===== src/rtl/hilo_pkg.sv =====
// Shared encodings for the HI/LO register pair and multiply/divide engine.
package hilo_pkg;

    // md_op encodings
    localparam logic [1:0] MD_MULT  = 2'b00;
    localparam logic [1:0] MD_MULTU = 2'b01;
    localparam logic [1:0] MD_DIV   = 2'b10;
    localparam logic [1:0] MD_DIVU  = 2'b11;

    // Engine control states
    typedef enum logic [1:0] {
        IDLE = 2'd0,
        MUL  = 2'd1,
        DIV  = 2'd2,
        FIX  = 2'd3
    } md_state_e;

    // Divide ops have bit 1 set
    function automatic logic op_is_div(input logic [1:0] op);
        return op[1];
    endfunction

    // Signed ops (MULT, DIV) have bit 0 clear
    function automatic logic op_is_signed(input logic [1:0] op);
        return ~op[0];
    endfunction

endpackage


===== src/rtl/md_divider.sv =====
// Iterative restoring divider on unsigned magnitudes: one quotient bit per clock.
// A start reloads the operands regardless of any operation still in progress,
// so an abandoned divide never needs to be cancelled explicitly.
module md_divider #(
    parameter int WIDTH = 32
) (
    input  logic             clk,
    input  logic             rst,
    input  logic             start,
    input  logic [WIDTH-1:0] a,
    input  logic [WIDTH-1:0] b,
    output logic             busy,
    output logic             last,
    output logic [WIDTH-1:0] q,
    output logic [WIDTH-1:0] r
);

    localparam int CW = $clog2(WIDTH + 1);

    logic [CW-1:0]    cnt_q, cnt_d;
    logic [WIDTH-1:0] quo_q, quo_d;
    logic [WIDTH-1:0] rem_q, rem_d;
    logic [WIDTH-1:0] dvs_q, dvs_d;
    logic [WIDTH:0]   shifted;
    logic [WIDTH:0]   trial;

    // One restoring step: shift in the next dividend bit, subtract if it fits
    always_comb begin
        cnt_d   = cnt_q;
        quo_d   = quo_q;
        rem_d   = rem_q;
        dvs_d   = dvs_q;
        shifted = {rem_q, quo_q[WIDTH-1]};
        trial   = shifted - {1'b0, dvs_q};
        if (start) begin
            cnt_d = CW'(WIDTH);
            quo_d = a;
            rem_d = '0;
            dvs_d = b;
        end else if (cnt_q != '0) begin
            cnt_d = cnt_q - 1'b1;
            // trial[WIDTH] is the borrow: set when the divisor did not fit
            if (!trial[WIDTH]) begin
                rem_d = trial[WIDTH-1:0];
                quo_d = {quo_q[WIDTH-2:0], 1'b1};
            end else begin
                rem_d = shifted[WIDTH-1:0];
                quo_d = {quo_q[WIDTH-2:0], 1'b0};
            end
        end
    end

    // Divider state registers
    always_ff @(posedge clk or posedge rst) begin
        if (rst) begin
            cnt_q <= '0;
            quo_q <= '0;
            rem_q <= '0;
            dvs_q <= '0;
        end else begin
            cnt_q <= cnt_d;
            quo_q <= quo_d;
            rem_q <= rem_d;
            dvs_q <= dvs_d;
        end
    end

    assign busy = (cnt_q != '0);
    assign last = (cnt_q == CW'(1));
    assign q    = quo_q;
    assign r    = rem_q;

endmodule


===== src/rtl/hilo_md_unit.sv =====
// HI/LO architectural registers with N-stage read forwarding, plus a
// multi-cycle multiply (pipelined) and divide (iterative) engine.
// Handshake: md_start is accepted only while md_busy is low and md_flush is
// low; the result is valid in the single cycle md_done is high and stays on
// md_hi/md_lo until the next accepted start completes.
module hilo_md_unit
    import hilo_pkg::*;
#(
    parameter int WIDTH   = 32,
    parameter int N_FWD   = 2,
    parameter int MUL_LAT = 2
) (
    input  logic                   clk,
    input  logic                   rst,
    input  logic                   hilo_we,
    input  logic [WIDTH-1:0]       hi_wdata,
    input  logic [WIDTH-1:0]       lo_wdata,
    input  logic [N_FWD-1:0]       fwd_we,
    input  logic [N_FWD*WIDTH-1:0] fwd_hi,
    input  logic [N_FWD*WIDTH-1:0] fwd_lo,
    output logic [WIDTH-1:0]       hi_rdata,
    output logic [WIDTH-1:0]       lo_rdata,
    input  logic                   md_start,
    input  logic [1:0]             md_op,
    input  logic [WIDTH-1:0]       md_a,
    input  logic [WIDTH-1:0]       md_b,
    input  logic                   md_flush,
    output logic                   md_busy,
    output logic                   md_done,
    output logic [WIDTH-1:0]       md_hi,
    output logic [WIDTH-1:0]       md_lo,
    output logic [1:0]             dbg_state
);

    localparam int MCW = $clog2(MUL_LAT + 1);

    md_state_e        state_q, state_d;
    logic [WIDTH-1:0] hi_q, hi_d, lo_q, lo_d;
    logic [WIDTH-1:0] md_hi_q, md_hi_d, md_lo_q, md_lo_d;
    logic             done_q, done_d;
    logic [MCW-1:0]   mul_cnt_q, mul_cnt_d;

    logic [2*WIDTH-1:0] mul_pipe_q [MUL_LAT];
    logic [2*WIDTH-1:0] mul_pipe_d [MUL_LAT];
    logic [2*WIDTH-1:0] ext_a, ext_b, product;

    logic             accept, accept_mul, div_start;
    logic             a_neg, b_neg;
    logic [WIDTH-1:0] mag_a, mag_b;
    logic             neg_quo_q, neg_quo_d, neg_rem_q, neg_rem_d;
    logic             bzero_q, bzero_d;
    logic [WIDTH-1:0] a_orig_q, a_orig_d;
    logic [WIDTH-1:0] fix_quo, fix_rem;

    logic             div_busy, div_last;
    logic [WIDTH-1:0] div_q, div_r;

    // Read path: youngest in-flight writer wins, then the retiring commit, then the registers
    always_comb begin
        hi_rdata = hilo_we ? hi_wdata : hi_q;
        lo_rdata = hilo_we ? lo_wdata : lo_q;
        for (int i = N_FWD - 1; i >= 0; i--) begin
            if (fwd_we[i]) begin
                hi_rdata = fwd_hi[i*WIDTH +: WIDTH];
                lo_rdata = fwd_lo[i*WIDTH +: WIDTH];
            end
        end
    end

    // Architectural HI/LO are written only by the commit port
    always_comb begin
        hi_d = hilo_we ? hi_wdata : hi_q;
        lo_d = hilo_we ? lo_wdata : lo_q;
    end

    // Product of sign- or zero-extended operands; the low 2*WIDTH bits are exact either way
    always_comb begin
        ext_a   = op_is_signed(md_op) ? {{WIDTH{md_a[WIDTH-1]}}, md_a} : {{WIDTH{1'b0}}, md_a};
        ext_b   = op_is_signed(md_op) ? {{WIDTH{md_b[WIDTH-1]}}, md_b} : {{WIDTH{1'b0}}, md_b};
        product = ext_a * ext_b;
    end

    // Multiply pipe: stage 0 captures at acceptance, later stages shift every clock
    always_comb begin
        mul_pipe_d[0] = accept_mul ? product : mul_pipe_q[0];
        for (int i = 1; i < MUL_LAT; i++) begin
            mul_pipe_d[i] = mul_pipe_q[i-1];
        end
    end

    // Operand magnitudes and sign bookkeeping for the divider
    always_comb begin
        a_neg     = op_is_signed(md_op) & md_a[WIDTH-1];
        b_neg     = op_is_signed(md_op) & md_b[WIDTH-1];
        mag_a     = a_neg ? -md_a : md_a;
        mag_b     = b_neg ? -md_b : md_b;
        neg_quo_d = neg_quo_q;
        neg_rem_d = neg_rem_q;
        bzero_d   = bzero_q;
        a_orig_d  = a_orig_q;
        if (div_start) begin
            neg_quo_d = a_neg ^ b_neg;
            neg_rem_d = a_neg;
            bzero_d   = (md_b == '0);
            a_orig_d  = md_a;
        end
        // Negating 0x80..0 yields itself, which gives the required overflow wrap
        fix_quo = neg_quo_q ? -div_q : div_q;
        fix_rem = neg_rem_q ? -div_r : div_r;
    end

    // Control FSM: acceptance, completion, flush and result capture
    always_comb begin
        state_d    = state_q;
        done_d     = 1'b0;
        md_hi_d    = md_hi_q;
        md_lo_d    = md_lo_q;
        mul_cnt_d  = mul_cnt_q;
        accept     = 1'b0;
        accept_mul = 1'b0;
        div_start  = 1'b0;
        unique case (state_q)
            IDLE: begin
                if (md_start && !md_flush) begin
                    accept     = 1'b1;
                    accept_mul = !op_is_div(md_op);
                    div_start  = op_is_div(md_op);
                    mul_cnt_d  = '0;
                    state_d    = op_is_div(md_op) ? DIV : MUL;
                end
            end
            MUL: begin
                if (md_flush) begin
                    state_d = IDLE;
                end else if (mul_cnt_q == MCW'(MUL_LAT - 1)) begin
                    md_hi_d = mul_pipe_q[MUL_LAT-1][2*WIDTH-1:WIDTH];
                    md_lo_d = mul_pipe_q[MUL_LAT-1][WIDTH-1:0];
                    done_d  = 1'b1;
                    state_d = IDLE;
                end else begin
                    mul_cnt_d = mul_cnt_q + 1'b1;
                end
            end
            DIV: begin
                if (md_flush) begin
                    state_d = IDLE;
                end else if (div_busy && div_last) begin
                    state_d = FIX;
                end
            end
            FIX: begin
                if (md_flush) begin
                    state_d = IDLE;
                end else begin
                    md_lo_d = bzero_q ? {WIDTH{1'b1}} : fix_quo;
                    md_hi_d = bzero_q ? a_orig_q : fix_rem;
                    done_d  = 1'b1;
                    state_d = IDLE;
                end
            end
            default: state_d = IDLE;
        endcase
    end

    // All unit state; asynchronous reset returns everything to idle and zero
    always_ff @(posedge clk or posedge rst) begin
        if (rst) begin
            state_q   <= IDLE;
            hi_q      <= '0;
            lo_q      <= '0;
            md_hi_q   <= '0;
            md_lo_q   <= '0;
            done_q    <= 1'b0;
            mul_cnt_q <= '0;
            neg_quo_q <= 1'b0;
            neg_rem_q <= 1'b0;
            bzero_q   <= 1'b0;
            a_orig_q  <= '0;
            for (int i = 0; i < MUL_LAT; i++) begin
                mul_pipe_q[i] <= '0;
            end
        end else begin
            state_q   <= state_d;
            hi_q      <= hi_d;
            lo_q      <= lo_d;
            md_hi_q   <= md_hi_d;
            md_lo_q   <= md_lo_d;
            done_q    <= done_d;
            mul_cnt_q <= mul_cnt_d;
            neg_quo_q <= neg_quo_d;
            neg_rem_q <= neg_rem_d;
            bzero_q   <= bzero_d;
            a_orig_q  <= a_orig_d;
            for (int i = 0; i < MUL_LAT; i++) begin
                mul_pipe_q[i] <= mul_pipe_d[i];
            end
        end
    end

    md_divider #(
        .WIDTH (WIDTH)
    ) u_div (
        .clk   (clk),
        .rst   (rst),
        .start (div_start),
        .a     (mag_a),
        .b     (mag_b),
        .busy  (div_busy),
        .last  (div_last),
        .q     (div_q),
        .r     (div_r)
    );

    assign md_busy   = (state_q != IDLE);
    assign md_done   = done_q;
    assign md_hi     = md_hi_q;
    assign md_lo     = md_lo_q;
    assign dbg_state = state_q;

endmodule


===== config.mk =====
export PLATFORM = sky130hd
export DESIGN_NAME = hilo_md_unit
export DESIGN_NICKNAME = d
export VERILOG_FILES = /design/src/rtl/hilo_pkg.sv /design/src/rtl/md_divider.sv /design/src/rtl/hilo_md_unit.sv
export SDC_FILE = /design/constraint.sdc
export NUM_CORES = 2
export LEC_CHECK = 0
export CAP_MARGIN = 25
export CORE_MARGIN = 2
export CORE_UTILIZATION = 50
export DETAILED_ROUTE_END_ITERATION = 12
export PLACE_DENSITY_LB_ADDON = 0.3
export SYNTH_ARGS = -nofsm -noshare
export SYNTH_HDL_FRONTEND = slang
export SYNTH_SLANG_ARGS = --single-unit
export TNS_END_PERCENT = 10

===== constraint.sdc =====
create_clock -name clk -period 31.8 [get_ports clk]
set_input_delay 6.36 -clock clk [delete_from_list [all_inputs] [get_ports clk]]
set_output_delay 6.36 -clock clk [all_outputs]
set_load 0.005 [all_outputs]

==> summary.md <==
| Metric | Value |
|---|---|
| CP Data Arrival Time | 16.55 ns |
| Sequential fraction of the synthesis area | 14.4% |
| Vias in the first global route | 55800 |
| Met2 Use GR | 51.3% |
| Fin Setup TNS | 0 ns |
| Slowest cell on crit path | fa_1 |
| Finish-stage setup viols | 0 |
| Initial antenna violation count | 22 |
| Hold Buf Count CTS | 0 |
| CP startpoint kind | input port |
| Worst slack at placement | 15.19 ns |
| Endpoint type of the worst setup path | flip-flop |
| Post-synth ARST share | 100% |
| Pin count of the biggest net entering global routing | 117 |
| Mean post-synth cell area | 9.25 um2 |
| Highest-count cells in the layout ignoring fill and taps | inv_1 (1628), fa_1 (1419), nand2_1 (1011) |
| Synth Register Bits | 398 |
| Netlist cell types | 89 |
| Max Fclk | 0.0621 GHz |
| Time the worst path needs with I/O delays and setup | 16.09 ns |
| R2R depth | 15 |
| TritonCTS buffer count | 40 |
| Post-Synthesis Cells | 7485 |
| Final GP Congestion | 0.978 |
| Max-cap viol count | 0 |
| Layout cells sized above 1 | 4.30% |
| GR Layer Usage met1 | 43.0% |
| Clock Skew | 0.0158 ns |
| Worst Hold Depth | 0 |
| Final hold vios | 0 |
| Met3 GRT Util | 7.25% |
| DRC | 0 |
| Setup Fix Bufs, Post-CTS | 0 |
| CTS root buf | clkbuf_16 |
| Final period utilization | 50.6% |
| Via count | 52500 |
| ANT nets after route | 0 |
| Fillers | 12300 |
| Synth area leaders | fa_1 (41%), dfrtp_1 (14%), inv_1 (8.8%) |
| CP dominant cell by count | fa_1 |
| Top_reg_cell synth | dfrtp_1 |
| Core Region | 137000 um2 |
| Post-Place Cells | 9340 |
| Seq. cell area | 9960 um2 |
| Post-Syn Nets | 9515 |
| Overflow after GRT | 0 |
| Final non-filler cell total | 9425 |
| Worst reg2reg endpoint | u_div.r[15] |
| Worst path required time | 32.26 ns |
| Setup Crit Path Kind | input port to flip-flop |
| TritonCTS clock tree | done |
| Hold EP | mul_pipe_q[14] |
| GRT Total Usage | 32.6% |
| Fin worst setup slack | 15.71 ns |
| Port bufs | 396 |
| TritonCTS Sinks | 398 |
| DRT Pass-1 Iters | 7 |
| Initial DRC count | 4612 |
| Tightest Pin Transition | 1.09 ns |
| Drt via density | 5.57 |
| First-pass GRT wire length | 344000 um |
| Reg2Reg Setup Slack | 27.26 ns |
| Initial Util | 50.4% |
| Post-CTS sizing | 0 |
| Routed WL | 227000 um |
| Global route hottest layer | met2 |
| Worst path max stage delay | 0.90 ns |
| P&R area growth vs syn | 9.44% |
| Row cnt | 136 |
| Final #Nets | 9621 |
| Multi-input gate area | 51500 um2 |
| Post-synth top area share | 41.0% |
| Clock tree buffer depth | 3 |
| Top cell type by total area after synthesis | fa_1 |
| Die X | 376 um |
| Most common cell after layout, fill and taps aside | inv_1 |
| Die area | 141000 um2 |
| Hold crit path type | flip-flop to flip-flop |
| DR WL/cell | 24.0 um |
| Hold Crit Start | mul_pipe_d[14] |
| EDFF count, synth | 0 |
| Worst R2R Start | u_div.q[31] |
| Slew HR | 26.7% |
| # IOs | 397 |
| Die Span Y | 376 um |
| Worst-path clk slew | 0.06 ns |
| Dpl hpwl | 173000 um |
| Status | finished, final reports clean |
| RSZ-0062 raised after global routing | no |
| Mapped cell area | 69200 um2 |
| Clk Latency, worst-skew pair | 0.57 ns |
| Max Slew Vio Count | 0 |
| Clock H-tree levels | 2 |
| CP Max Fanout | 36 |
| Ys Warns | 0 |
==> worst max-delay path by stage <==
stage                         from        endpoint  slack [ns]  cells past startpoint
final                     md_a[31]  mul_pipe_d[63]       15.71                     29
after global routing      md_a[31]  mul_pipe_d[59]       15.12                     30
after CTS                 md_a[31]  mul_pipe_d[63]       15.77                     29
after detailed placement  md_a[31]  mul_pipe_d[63]       15.19                     27
after global placement    md_a[31]  mul_pipe_d[59]       15.28                     30
after floorplan                rst     a_orig_q[0]       14.37                      1
==> per-stage QoR <==
stage | hold slack [ns] | area [um2] | utilization [%]
2_1_floorplan | 0.350 | 69200 | -
3_3_place_gp | 0.359 | 74300 | 54.1
3_5_place_dp | 0.361 | 74300 | 54.1
4_1_cts | 0.376 | 75700 | 55.0
5_1_grt | 0.380 | 75700 | 55.1
6_report | 0.375 | 75800 | 55.1
==> final cells by class <==
class	instances	area share [%]
timing repair buffer	497	5.99
tap	1794	2.96
antenna	11	0.0363
sequential	398	13.1
clock inverter	21	0.317
inverter	1629	8.08
clock buffer	50	1.45
multi-input combinational	5025	68.0
==> per-layer routing <==
metal / vias up / wire (um)
met2: 2614 / 101000
met3: 537 / 23400
met1: 26700 / 89200
li1: 22700 / -
met4: 12 / 12900
met5: - / 80
==> logic make-up after synthesis <==
logic type / share of synthesized area [%]
flops: 14.4
buf+inv: 11.2
xor+xnor: 3.27
fa+ha+maj: 47.3
simple gates: 13.9
mux: 2.74
compound gates: 7.16
==> flip-flops by register name, summed over array words and instances, names as in the netlist, 32 cells and up <==
| name | count |
|---|---|
| mul_pipe_d | 64 |
| mul_pipe_q | 64 |
| a_orig_q | 32 |
| hi_q | 32 |
| lo_q | 32 |
| md_hi | 32 |
| md_lo | 32 |
| u_div.dvs_q | 32 |
| u_div.q | 32 |
| u_div.r | 32 |
==> cells in the mapped netlist (33+ instances only) <==
master / n
mux2i_1: 111
and2_1: 576
nor3_1: 35
o22ai_1: 36
o21ai_0: 338
buf_1: 54
a31oi_1: 41
a21o_1: 41
dfrtp_1: 398
mux2_2: 70
nor2_1: 159
inv_1: 1629
nand2_1: 1013
fa_1: 1419
nand3_1: 38
clkbuf_1: 366
o31ai_1: 33
ha_1: 346
xnor2_1: 153
xor2_1: 102
a21oi_1: 176
==> critical path, delay by kind of cell <==
kind	cells	cell delay, ns
AOI/OAI and AO/OA	8	1.51
adders and majority gates	11	5.91
buffers and inverters	7	1.84
and+or+nand+nor	3	0.90
Power is left out: the tool's default activity adds up to more than one toggle a clock period on the data nets, which glitch-free logic cannot reach.
